===== src/rtl/mem_arbiter.sv =====
// mem_arbiter: shares one single-port memory between instruction fetch and load/store traffic
module mem_arbiter #(
    parameter int ADDR_W          = 6,
    parameter int DATA_W          = 32,
    parameter int MAX_DATA_STREAK = 4
) (
    input  logic              clk,
    input  logic              reset,
    input  logic              fetch_req,
    input  logic [ADDR_W-1:0] fetch_addr,
    output logic              fetch_valid,
    output logic [DATA_W-1:0] fetch_data,
    input  logic              data_req,
    input  logic              data_write,
    input  logic [ADDR_W-1:0] data_addr,
    input  logic [DATA_W-1:0] data_wdata,
    output logic              data_valid,
    output logic [DATA_W-1:0] data_rdata,
    output logic              stall,
    output logic              mem_en,
    output logic              mem_we,
    output logic [ADDR_W-1:0] mem_addr,
    output logic [DATA_W-1:0] mem_wdata,
    input  logic [DATA_W-1:0] mem_rdata,
    output logic [15:0]       fetch_grants,
    output logic [15:0]       data_grants
);
    typedef enum logic [1:0] {IDLE, FETCH_WAIT, DATA_WAIT} state_t;
    state_t     state;
    logic [3:0] streak;
    logic       store_q;
    logic       idle;
    logic       grant_data;
    logic       grant_fetch;
    assign idle        = state == IDLE && !reset;
    assign grant_data  = idle && data_req && !(fetch_req && streak == 4'(MAX_DATA_STREAK));
    assign grant_fetch = idle && fetch_req && !grant_data;
    // memory request from the winner and response steering; reset suppresses grants and valid pulses
    always_comb begin
        mem_en      = grant_data || grant_fetch;
        mem_we      = grant_data && data_write;
        mem_addr    = grant_data ? data_addr : grant_fetch ? fetch_addr : '0;
        mem_wdata   = mem_we ? data_wdata : '0;
        fetch_valid = state == FETCH_WAIT && !reset;
        data_valid  = state == DATA_WAIT && !reset;
        fetch_data  = fetch_valid ? mem_rdata : '0;
        data_rdata  = data_valid && !store_q ? mem_rdata : '0;
        stall       = (fetch_req && !fetch_valid) || (data_req && !data_valid);
    end
    // FSM, anti-starvation streak and saturating grant counters
    always_ff @(posedge clk) begin
        if (reset) begin
            state        <= IDLE;
            streak       <= '0;
            store_q      <= 1'b0;
            fetch_grants <= '0;
            data_grants  <= '0;
        end else begin
            state        <= grant_data ? DATA_WAIT : grant_fetch ? FETCH_WAIT : IDLE;
            streak       <= grant_fetch ? '0 : (grant_data && fetch_req) ? streak + 4'd1 : streak;
            store_q      <= grant_data ? data_write : store_q;
            fetch_grants <= fetch_grants + 16'(grant_fetch && fetch_grants != 16'hFFFF);
            data_grants  <= data_grants + 16'(grant_data && data_grants != 16'hFFFF);
        end
    end
endmodule


===== config.mk =====
export PLATFORM = sky130hd
export DESIGN_NAME = mem_arbiter
export DESIGN_NICKNAME = d
export VERILOG_FILES = /design/src/rtl/mem_arbiter.sv
export SDC_FILE = /design/constraint.sdc
export NUM_CORES = 1
export LEC_CHECK = 0
export ABC_AREA = 1
export CAP_MARGIN = 0
export CELL_PAD_IN_SITES_DETAIL_PLACEMENT = 0
export CELL_PAD_IN_SITES_GLOBAL_PLACEMENT = 2
export CORE_MARGIN = 2
export CORE_UTILIZATION = 16
export CTS_CLUSTER_SIZE = 40
export DETAILED_ROUTE_END_ITERATION = 12
export PLACE_DENSITY_LB_ADDON = 0.1
export SLEW_MARGIN = 10
export SYNTH_ARGS = -nofsm -noshare
export SYNTH_HDL_FRONTEND = slang
export SYNTH_SLANG_ARGS = --single-unit

===== constraint.sdc =====
create_clock -name clk -period 4.6 [get_ports clk]
set_clock_uncertainty 0.05 [all_clocks]
set_input_delay 0.92 -clock clk [delete_from_list [all_inputs] [get_ports clk]]
set_output_delay 0.92 -clock clk [all_outputs]
set_load 0.01 [all_outputs]

==> reports/summary.md, run 1 <==
Setup slack on the worst reg-to-reg path comes out at 2.15 ns. The highest net fanout along the worst path was 34. The number of buffers inserted for hold repair after clock tree synthesis is 0. The number of synthesized register bits is 39. In this run the count of I/O pins placed on the die edge is 220.

Counting flops with a built-in enable in the synthesized netlist gives 0. For the post-synthesis cell area, the log shows 2753 um2. For this design, the sink count on the clock tree is 39. The worst setup path is of the in2out kind.

The violation count after the first detailed-routing iteration is 120. TritonCTS built the clock tree. For the setup fix buffers added after clock tree synthesis, the log shows 0. The power per cell area was 168.6 nW/um2; the maximum clock frequency was 241.7 MHz. The worst-case headroom to the max-slew limit is 0.5976.

For the initial antenna violation count, the log shows 0. Traced cell by cell, the critical path runs through clkdlybuf4s50_1 -> nor2_8 -> nand3_2 -> nor2_4 -> nand2_2 -> nor2_1 -> clkdlybuf4s50_1. The starting utilization of the core area was 0.1648. Synthesis produced a netlist with a net count of 566.

The worst hold path was traced through 2 stages. Across the VDD grid, the largest voltage drop is 0.0001196 V. Final hold analysis gives a worst-case slack of 0.4181 ns. The number of setup violations in the final report is 0. The final period demand of the worst path came out at 4.137 ns. For the overall die area, the log shows 18270 um2. Detailed routing inserted a total of 3439 vias. The fraction of synthesis flops using an asynchronous set or reset pin was 0.

The number of detailed-route iterations in the first pass is 4, and the routed via count divided by cell count is 3.767. The largest total area in the synthesized netlist belongs to dfxtp_1. In this run the cell area measured after placement is 5144 um2. The routed wire length per instance came out at 12.46 um. The number of global-route vias before repair was 3142.

The run gives 0.1179 as the overall global routing resource usage. The endpoint identified for the worst register-to-register timing path is data_grants[10]. The H-tree generated during clock tree synthesis spans 2 levels.

Row generation in the floorplan step produced 47 rows. The ratio of final minimum period to clock period was 0.8994. The tree is rooted in a clkbuf_16. The tool flagged a number of max-cap violations equal to 0.

The area inside the core boundary is 16700 um2, and the floorplan die height is 135.2 um. The mean instance size in the synthesized netlist works out to 5.771 um2. The logs give 781 for the number of nets in the final layout and 3.17 ns for the signal arrival time at the worst endpoint. Clock tree synthesis inserted a total of 5 buffers. The die width is 135.2 um. The fraction of layout cells with a size suffix above 1 is 0.03608, and the transition time at the pin with the least slew margin is 0.6015 ns.

The utilization of the core after routing came out at 0.3167. Summing internal, switching and leakage power gives 891.6 uW. On the worst path, the slowest cell contributes a delay of 0.57 ns. The proportion of netlist area held by the largest area contributor works out to 0.2836.

The run finished with clean final reports. The tools report the required time at the endpoint of the critical path as 3.63 ns. The library cell contributing the largest single delay on the critical path was clkdlybuf4s50_1.

After routing the design area is 5289 um2. Counting every instance in the synthesized netlist gives 477. The worst setup path is captured at an output pin. The total negative slack was 0 ns. The number of antenna diodes in the final layout is 0. The most common cell after layout, fill and taps aside was clkdlybuf4s50_1.

Detailed-route DRC error count: 0. The launch point of the worst reg-to-reg path is streak[0]. Counting stages on the worst path, the most repeated cell is clkdlybuf4s50_1. The first global-routing pass estimated 16980 um of wire.

In the layout the commonest cells are clkdlybuf4s50_1, nor2_1, inv_1. Entering global routing, the biggest net connects 35 pins. Yosys attributes the largest share of cell area to dfxtp_1, nor2_1, inv_1. Worst min-delay path category: reg2reg. Routability-driven placement finished with a final weighted congestion of 0.7384. During synthesis, Yosys emitted a total of 0 warnings. Setup repair after global routing left no endpoint under its margin.

In this run the tool buffered the top-level ports with 219 buffer cells. The HPWL after detailed placement is 9288 um. The post-CTS clock slew at the launch and capture registers of the worst setup and hold paths works out to 0.06 ns. For this run the aggregate overflow at the end of global routing stands at 0.

For the part of the Yosys area used for sequential elements, the log shows 0.2836. The clock passes through at most 2 buffers. The number of different library cells used by synthesis comes to 28. After clock tree synthesis, the repair step resized 0 gates. The worst setup path is launched from an input port. The number of cells on the worst reg-to-reg path is 14. Summed over all cells, the static leakage comes to 0.002267 uW.

At the later pin of the worst-skew pair, clock insertion delay measures 0.29 ns. In this run the most critical hold path is launched from store_q. The count of nets left with antenna violations once routing finished came out at 0. Relative to the synthesized area, the layout overhead comes to 92.14%.

The tools report the number of failing hold endpoints at the final stage as 0. The worst hold path terminates at store_q. The most common flop cell mapped by yosys is dfxtp_1. The total routed wirelength is 11370 um, and the number of pins exceeding their max-slew limit in the final report is 0.
==> cell usage after synthesis (2+ instances only) <==
library cell  instances
nand2_1              83
nand3_1              18
dfxtp_1              39
buf_2                 7
nor2_2                3
nor3_1                3
inv_2                 3
a21oi_1              20
xnor2_1               3
clkbuf_1              2
nor2_4                2
xor2_1                4
o21a_1                2
nand4_1               9
nor2_1              144
nand3_2               2
buf_6                 5
o21ai_0               8
ha_1                  8
inv_1               104
==> stage by stage <==
stage / std cells / setup WS (ns)
finish: 913 / 0.4626
CTS: 913 / 0.4046
global route: 913 / 0.2442
floorplan: 477 / 1.907
detailed placement: 905 / 0.4035
global placement: 905 / 0.5088
==> layer usage <==
metal  routed length [um]  part of all wire  global-route usage
met1                 4532              0.40              0.1370
met2                 5833              0.51              0.2180
met3                  825             0.073             0.02394
met4                  182             0.016             0.03414
met5                    0                 0                   0
==> worst max-delay path: cells and delay by family <==
| kind | cells | cell delay (ns) |
|---|---|---|
| buf+inv | 2 | 1.13 |
| simple gates | 5 | 1.11 |
==> power breakdown <==
part / leakage (uW) / switching, uW / internal (uW)
logic: 0.00189 / 80.1 / 116
registers: 0.000315 / 3.43 / 341
clock network: 0.0000658 / 151 / 200
==> logic make-up (layout without fill, tap and decap cells) <==
family                   count (synthesis)  in the layout  share of synthesized area
flip-flops                              39             39                     0.2836
AND/OR/NAND/NOR                        269            269                     0.4109
adder cells (fa/ha/maj)                  8              8                    0.03637
XOR/XNOR                                 7              7                    0.02227
buffers and inverters                  121            337                     0.1818
AO/OA/AOI/OAI                           33             33                    0.06500
==> cell type report <==
| class | instances | area (um2) |
|---|---|---|
| fillers | 1813 | 11410 |
| repair buffers | 222 | 2215 |
| multi-input cells | 317 | 1471 |
| flip-flops and latches | 39 | 780.7 |
| inverters | 107 | 401.6 |
| well taps | 220 | 275.3 |
| clock buffers | 5 | 125.1 |
| clock inverters | 3 | 20.02 |
==> how the worst max path moves through the flow <==
stage	from	to	cells after the start
after floorplan	reset	mem_wdata[22]	7
after global placement	reset	mem_wdata[29]	7
after detailed placement	reset	mem_wdata[3]	7
after CTS	reset	mem_wdata[3]	7
after global routing	reset	mem_wdata[6]	7
final	reset	mem_wdata[24]	7
==> state kept, by name, summed over array words and instances (netlist names) <==
| name | cells |
|---|---|
| data_grants | 16 |
| fetch_grants | 16 |
| state | 2 |
| store_q | 1 |
| streak | 4 |
Power figures use the tool's default switching activity.
==> run 2: changes to the inputs <==
--- a/config.mk
+++ b/config.mk
@@ -14,7 +14,7 @@
 export CTS_CLUSTER_SIZE = 40
 export DETAILED_ROUTE_END_ITERATION = 12
 export PLACE_DENSITY_LB_ADDON = 0.1
-export SLEW_MARGIN = 10
+export SLEW_MARGIN = 40
 export SYNTH_ARGS = -nofsm -noshare
 export SYNTH_HDL_FRONTEND = slang
 export SYNTH_SLANG_ARGS = --single-unit
==> results of run 2 <==
The final DEF is identical to that of run 1; final timing and power are the same.
==> run 3: changes to the inputs <==
--- a/config.mk
+++ b/config.mk
@@ -6,7 +6,6 @@
 export NUM_CORES = 1
 export LEC_CHECK = 0
 export ABC_AREA = 1
-export CAP_MARGIN = 0
 export CELL_PAD_IN_SITES_DETAIL_PLACEMENT = 0
 export CELL_PAD_IN_SITES_GLOBAL_PLACEMENT = 2
 export CORE_MARGIN = 2
==> results of run 3 <==
The final DEF is identical to that of run 1; final timing and power are the same.
